**config.mk**
```make
export PLATFORM = sky130hd
export DESIGN_NAME = program_loader_flat
export DESIGN_NICKNAME = d
export VERILOG_FILES = /design/src/rtl/rv32i_loader_pkg.sv /design/src/rtl/program_loader_if.sv /design/src/rtl/program_loader_word_assembler.sv /design/src/rtl/program_loader.sv /design/src/flat_wrapper.sv
export SDC_FILE = /design/constraint.sdc
export NUM_CORES = 1
export LEC_CHECK = 0
export ABC_AREA = 1
export BUFFER_PORTS_ARGS = -buffer_cell sky130_fd_sc_hd__clkbuf_2
export CAP_MARGIN = 25
export CORE_ASPECT_RATIO = 1.2
export CORE_UTILIZATION = 40
export DETAILED_ROUTE_END_ITERATION = 12
export PLACE_DENSITY = 0.61
export SLEW_MARGIN = 30
export SYNTH_ARGS = -nofsm -noshare
export SYNTH_HDL_FRONTEND = slang
export SYNTH_SLANG_ARGS = --single-unit
```
**constraint.sdc**
```tcl
create_clock -name clk -period 1.7 [get_ports clk]
set_clock_uncertainty 0.05 [all_clocks]
set_input_delay 0.17 -clock clk [delete_from_list [all_inputs] [get_ports clk]]
set_output_delay 0.17 -clock clk [all_outputs]
set_load 0.01 [all_outputs]
```
**src/rtl/rv32i_loader_pkg.sv**
```systemverilog
// Shared definitions for the serial program loader: FSM encoding, frame layout, length width.
// Pure declarations; no logic, no latency, no flow control.
package rv32i_loader_pkg;

    typedef enum logic [2:0] {
        ST_IDLE   = 3'd0,
        ST_LEN_LO = 3'd1,
        ST_LEN_HI = 3'd2,
        ST_DATA   = 3'd3,
        ST_CHECK  = 3'd4,
        ST_DONE   = 3'd5,
        ST_ERR    = 3'd6
    } state_t;

    localparam int LEN_W          = 16;
    localparam int OFS_LEN_LO     = 0;
    localparam int OFS_LEN_HI     = 1;
    localparam int OFS_PAYLOAD    = 2;
    localparam int BYTES_PER_WORD = 4;

    function automatic logic [7:0] csum_step(input logic [7:0] acc, input logic [7:0] b);
        return acc ^ b;
    endfunction

endpackage

```
**src/rtl/program_loader_if.sv**
```systemverilog
// Byte stream in and instruction-memory write port out of the program loader.
// Wires only; byte accepted when byte_valid and byte_ready are both high.
interface program_loader_if;
    logic        byte_valid;
    logic [7:0]  byte_data;
    logic        byte_ready;
    logic        im_we;
    logic [31:0] im_addr;
    logic [31:0] im_wdata;

    modport master (
        output byte_valid, byte_data,
        input  byte_ready, im_we, im_addr, im_wdata
    );

    modport slave (
        input  byte_valid, byte_data,
        output byte_ready, im_we, im_addr, im_wdata
    );
endinterface

```
**src/rtl/program_loader_word_assembler.sv**
```systemverilog
// Packs little-endian payload bytes into 32-bit words, pulsing word_vld once per word.
// Latency: word_vld/word_dat register one cycle after the 4th byte; never stalls its source.
module word_assembler (
    input  logic        clk,
    input  logic        rst,
    input  logic        clr,
    input  logic        byte_vld,
    input  logic [7:0]  byte_dat,
    output logic        last_lane,
    output logic        word_vld,
    output logic [31:0] word_dat
);

    logic [1:0]  lane;
    logic [23:0] shift;

    assign last_lane = (lane == 2'd3);

    // Bytes enter at the top so b0 ends up in the low lane once b3 arrives.
    always_ff @(posedge clk) begin
        if (!rst) begin
            lane     <= 2'd0;
            shift    <= 24'd0;
            word_vld <= 1'b0;
            word_dat <= 32'd0;
        end else begin
            word_vld <= 1'b0;
            if (clr) begin
                lane <= 2'd0;
            end else if (byte_vld) begin
                lane  <= lane + 2'd1;
                shift <= {byte_dat, shift[23:8]};
                if (last_lane) begin
                    word_vld <= 1'b1;
                    word_dat <= {byte_dat, shift};
                end
            end
        end
    end

endmodule

```
**src/rtl/program_loader.sv**
```systemverilog
// Receives a length-prefixed, XOR-checked program frame and writes it into instruction memory.
// Latency: one im_we pulse the cycle after each word's 4th byte; byte_ready never drops inside a frame.
module program_loader
    import rv32i_loader_pkg::*;
#(
    parameter int DEPTH = 100
) (
    input  logic                   clk,
    input  logic                   rst,
    input  logic                   start,
    program_loader_if.slave        bus,
    output logic                   core_rst_n,
    output logic                   done,
    output logic                   error
);

    localparam int          WCW     = $clog2(DEPTH + 1);
    localparam logic [31:0] DEPTH_U = 32'(DEPTH);

    state_t             state;
    state_t             state_nxt;
    logic [7:0]         len_lo;
    logic [LEN_W-1:0]   len_q;
    logic [LEN_W-1:0]   len_full;
    logic [7:0]         csum;
    logic [WCW-1:0]     word_cnt;
    logic               hs;
    logic               data_hs;
    logic               last_lane;
    logic               word_fire;
    logic               last_word;
    logic               new_load;

    assign hs        = bus.byte_valid & bus.byte_ready;
    assign data_hs   = hs && (state == ST_DATA);
    assign word_fire = data_hs && last_lane;
    assign len_full  = {bus.byte_data, len_lo};
    assign last_word = (32'(word_cnt) + 32'd1) == {16'd0, len_q};
    assign new_load  = start && ((state == ST_IDLE) || (state == ST_DONE) || (state == ST_ERR));

    always_ff @(posedge clk) begin
        if (!rst) begin
            state <= ST_IDLE;
        end else begin
            state <= state_nxt;
        end
    end

    always_comb begin
        state_nxt = state;
        case (state)
            ST_IDLE, ST_DONE, ST_ERR: begin
                if (start) state_nxt = ST_LEN_LO;
            end
            ST_LEN_LO: begin
                if (hs) state_nxt = ST_LEN_HI;
            end
            ST_LEN_HI: begin
                if (hs) begin
                    if (len_full == '0)                    state_nxt = ST_CHECK;
                    else if ({16'd0, len_full} > DEPTH_U)  state_nxt = ST_ERR;
                    else                                   state_nxt = ST_DATA;
                end
            end
            ST_DATA: begin
                if (word_fire && last_word) state_nxt = ST_CHECK;
            end
            ST_CHECK: begin
                if (hs) state_nxt = (bus.byte_data == csum) ? ST_DONE : ST_ERR;
            end
            default: state_nxt = ST_IDLE;
        endcase
    end

    always_comb begin
        bus.byte_ready = 1'b0;
        done           = 1'b0;
        error          = 1'b0;
        core_rst_n     = 1'b0;
        case (state)
            ST_LEN_LO, ST_LEN_HI, ST_DATA, ST_CHECK: bus.byte_ready = 1'b1;
            ST_DONE: begin
                done       = 1'b1;
                core_rst_n = 1'b1;
            end
            ST_ERR:  error = 1'b1;
            default: ;
        endcase
    end

    // The checksum byte itself is not folded in; it is compared against csum instead.
    always_ff @(posedge clk) begin
        if (!rst) begin
            len_lo      <= 8'd0;
            len_q       <= '0;
            csum        <= 8'd0;
            word_cnt    <= '0;
            bus.im_addr <= 32'd0;
        end else if (new_load) begin
            len_lo   <= 8'd0;
            len_q    <= '0;
            csum     <= 8'd0;
            word_cnt <= '0;
        end else begin
            if (hs && (state != ST_CHECK)) csum <= csum_step(csum, bus.byte_data);
            if (hs && (state == ST_LEN_LO)) len_lo <= bus.byte_data;
            if (hs && (state == ST_LEN_HI)) len_q  <= len_full;
            if (word_fire) begin
                word_cnt    <= word_cnt + WCW'(1);
                bus.im_addr <= 32'(word_cnt) << 2;
            end
        end
    end

    word_assembler u_asm (
        .clk       (clk),
        .rst       (rst),
        .clr       (new_load),
        .byte_vld  (data_hs),
        .byte_dat  (bus.byte_data),
        .last_lane (last_lane),
        .word_vld  (bus.im_we),
        .word_dat  (bus.im_wdata)
    );

endmodule

```
**src/flat_wrapper.sv**
```systemverilog
// flat-port wrapper written by rule: the top's interface ports become plain ports
module program_loader_flat import rv32i_loader_pkg::*;
#(
    parameter int DEPTH = 100
)
  (clk, rst, start, core_rst_n, done, error, bus_byte_valid, bus_byte_data, bus_byte_ready, bus_im_we, bus_im_addr, bus_im_wdata);
  program_loader_if bus_i ();
  input  logic clk;
  input  logic rst;
  input  logic start;
  output logic core_rst_n;
  output logic done;
  output logic error;
  input wire logic [$bits(bus_i.byte_valid)-1:0] bus_byte_valid;
  input wire logic [$bits(bus_i.byte_data)-1:0] bus_byte_data;
  output wire logic [$bits(bus_i.byte_ready)-1:0] bus_byte_ready;
  output wire logic [$bits(bus_i.im_we)-1:0] bus_im_we;
  output wire logic [$bits(bus_i.im_addr)-1:0] bus_im_addr;
  output wire logic [$bits(bus_i.im_wdata)-1:0] bus_im_wdata;
  assign bus_i.byte_valid = bus_byte_valid;
  assign bus_i.byte_data = bus_byte_data;
  assign bus_byte_ready = bus_i.byte_ready;
  assign bus_im_we = bus_i.im_we;
  assign bus_im_addr = bus_i.im_addr;
  assign bus_im_wdata = bus_i.im_wdata;
  program_loader #(.DEPTH(DEPTH)) u_core (.clk(clk), .rst(rst), .start(start), .bus(bus_i), .core_rst_n(core_rst_n), .done(done), .error(error));
endmodule
```
==> results.py <==
metrics = {
    "synth": {
        "ys_ff_latch": 108,
        "synth-edff-count": 0,
        "synth_area_per_cell_um2": 7.56,
        "synthArstFlopShare": 0,
        "yosys_warnings": 0,
        "synth_top_area_share": 0.467,
        "ys.flop_type": "dfxtp_1",
        "syn_area_um2": 4630,
        "ys_types": 32,
        "yosysTopAreaCell": "dfxtp_1",
        "yosysSeqAreaShare": 0.467,
        "syn_inst": 613,
        "synth_area_leaders": "dfxtp_1 47%, a21oi_1 8.6%, nand2_1 7.8%, o21ai_0 5.6%, buf_4 5.0%",
    },
    "clocking": {
        "cts_max_level": 3,
        "cts_tree": "yes",
        "path_clk_slew_ns": 0.07,
        "clock_path_buffers": 2,
        "cts.hold.buffers_added": 0,
        "cts_root_buf": "clkbuf_16",
        "numCtsBuffers": 9,
        "insertion_delay_ns": 0.35,
        "clkSinkCount": 108,
    },
    "setup_path": {
        "cp_slowest_cell": "dfxtp_4",
        "startpoint_type": "register",
        "worst-path-stages": 10,
        "cp_num_buf_inv": 5,
        "max_stage_delay_ns": 0.38,
        "cp_cell_sequence": "inv_4, nor2_4, inv_2, nor2_4, nor3_4, inv_2, a21oi_4, clkinv_4, buf_12, a211oi_2",
        "critPathMaxFanout": 8,
        "worstSetupEndpointType": "register",
        "path_class": "reg -> reg",
        "critical-path-top-delay-family": "buffers and inverters",
        "critPathRequiredTime_ns": 1.92,
        "ff2ff_path_depth": 10,
        "cp.arrival_ns": 1.93,
    },
    "route": {
        "vias": 4131,
        "wl_um": 11200,
        "ant_nets": 0,
        "avgRoutedWirePerCell_um": 13.3,
        "drc_errors": 0,
        "dr.pass1.iters": 4,
        "via_per_inst": 4.90,
        "drt_iter0_markers": 132,
    },
    "power": {
        "power_density_nw_per_um2": 1140,
        "peakVddDrop_v": 0.000601,
        "p_leak_uw": 0.00231,
    },
    "final_layout": {
        "fin_nets": 698,
        "area_growth_pct": 25.0,
        "fin_util": 0.520,
        "drive_above_1_share": 0.267,
        "n_antenna_cell": 0,
    },
    "timing": {
        "min_period_ns": 1.70,
        "maxSlewViolCount": 0,
        "max_freq_ghz": 0.587,
        "finalCritPeriodShare": 1.00,
        "rsz0062_at_grt": "yes",
        "hold_viol_final": 0,
        "setup_ws_ns": -0.00436,
        "finalSetupViolCount": 2,
    },
    "global_route": {
        "grt_max_degree": 49,
        "grt_overflow": 0,
        "grt_pass1_vias": 3814,
        "grtUsageTotal": 0.192,
        "grt_pass1_wl_um": 18100,
        "grt_antenna_before_repair": 0,
    },
    "floorplanning": {
        "start_util": 0.416,
        "die_y_um": 120,
        "pin_count": 81,
        "die_w_um": 100,
        "fp.dieArea_um2": 12000,
        "core_area_um2": 11100,
        "placementRows": 42,
    },
    "run_status": {
        "outcome": "finished, violations left",
        "violations": "negative setup slack",
    },
    "hold_path": {
        "hold_class": "in -> reg",
        "hold_path_depth": 3,
    },
    "placement": {
        "numPortBuffers": 55,
        "gp_congestion": 0.931,
        "place_ws_ns": -0.0622,
        "hpwl_um": 7870,
    },
    "run": {
        "cap_violations": 0,
    },
}
per-layer routing:
layer | routed length [um] | vias up | GRT usage
met3 | 463 | 18 | 0.0396
met4 | 189 | 0 | 0.0725
met5 | 0 | - | 0
met1 | 5050 | 1917 | 0.243
met2 | 5490 | 90 | 0.319
li1 | - | 2106 | -
final timing paths:
| path | start | end | slack [ns] |
|---|---|---|---|
| setup / recovery | u_core.state[0] | u_core.csum[0] | -0.004 |
| hold / removal | bus_byte_data[7] | u_core.u_asm.word_dat[31] | 0.09 |
| setup reg to reg | u_core.state[0] | u_core.csum[0] | -0.004 |
| hold reg to reg | u_core.u_asm.shift[0] | u_core.u_asm.word_dat[0] | 0.41 |
metrics by stage:
stage          std cells  cell area, um2  hold slack (ns)  setup TNS (ns)  total power (uW)
2_1_floorplan        637            4720            0.223               0              3770
3_5_place_dp         819            5100            0.402           -1.02              4090
5_1_grt              843            5790           0.0999           -1.70              6980
4_1_cts              836            5440           0.0820               0              6260
6_report             843            5790           0.0927        -0.00772              6630
3_3_place_gp         819            5100            0.393          -0.695              4060
where the power goes:
part	total [uW]	internal, uW	switching, uW
clock network	2120	1160	955
registers	2820	2690	131
logic	1680	670	1010
cell usage after synthesis, types with 5 or more instances:
library cell / count
buf_2: 9
xnor2_1: 6
a21oi_1: 80
o21ai_0: 52
inv_1: 58
nand4_1: 6
nor2_1: 58
clkbuf_1: 14
nand3_1: 42
buf_4: 31
nand2_1: 96
a211oi_1: 16
dfxtp_1: 108
inv_2: 5
sequential cells by signal, summed over array words and instances, names as in the netlist:
register               count
u_core.u_asm.lane          2
u_core.u_asm.shift        24
u_core.bus.im_addr         7
u_core.state               3
u_core.len_q              16
u_core.csum                8
u_core.u_asm.word_dat     32
u_core.word_cnt            7
u_core.u_asm.word_vld      1
u_core.len_lo              8
placed cells by master (no fill, tap or decap), drive strengths merged:
| cell | count |
|---|---|
| a21oi | 83 |
| clkinvlp | 1 |
| and2 | 1 |
| bufinv | 1 |
| dfxtp | 108 |
| nand4 | 6 |
| xnor2 | 6 |
| xor2 | 2 |
| nand3 | 43 |
| nor3 | 4 |
| nor3b | 2 |
| nand2 | 96 |
| nor2 | 63 |
| buf | 34 |
| o31ai | 1 |
| clkbuf | 67 |
| a211oi | 16 |
| o211a | 1 |
| clkinv | 4 |
| inv | 65 |
| o21ai | 53 |
| nand3b | 1 |
| conb | 25 |
| ha | 2 |
| or2 | 4 |
logic make-up (layout without fill, tap and decap cells):
group	Yosys count	count (layout)	share of synthesized area
other	1	25	0.000809
DFF	108	108	0.467
AOI/OAI and AO/OA	154	154	0.180
and+or+nand+nor	220	220	0.204
buffers and inverters	120	172	0.128
xor gates and xnor gates	8	8	0.0151
adders and majority gates	2	2	0.00540
final cells by class:
type                       instances  area [um2]
tap                              154         193
fill                            1085        5350
inverter                          64         248
clock inverter                     7        80.1
clock buffer                       9         225
timing repair buffer              92         671
sequential                       108        2170
multi-input combinational        409        2200
worst register-to-register path: stages (launching register included):
cell      delay, ns
dfxtp_4        0.38
inv_4          0.08
nor2_4         0.04
inv_2          0.08
nor2_4         0.05
nor3_4         0.20
inv_2          0.07
a21oi_4        0.19
clkinv_4       0.17
buf_12         0.19
a211oi_2       0.13
what timing repair did:
action,in CTS,in global routing
pin swaps,2,5
cloned,0,3
endpoints found under the setup margin,42,50
gates resized for setup,10,70
setup buffers,1,4
(Power assumes the default switching activity.)
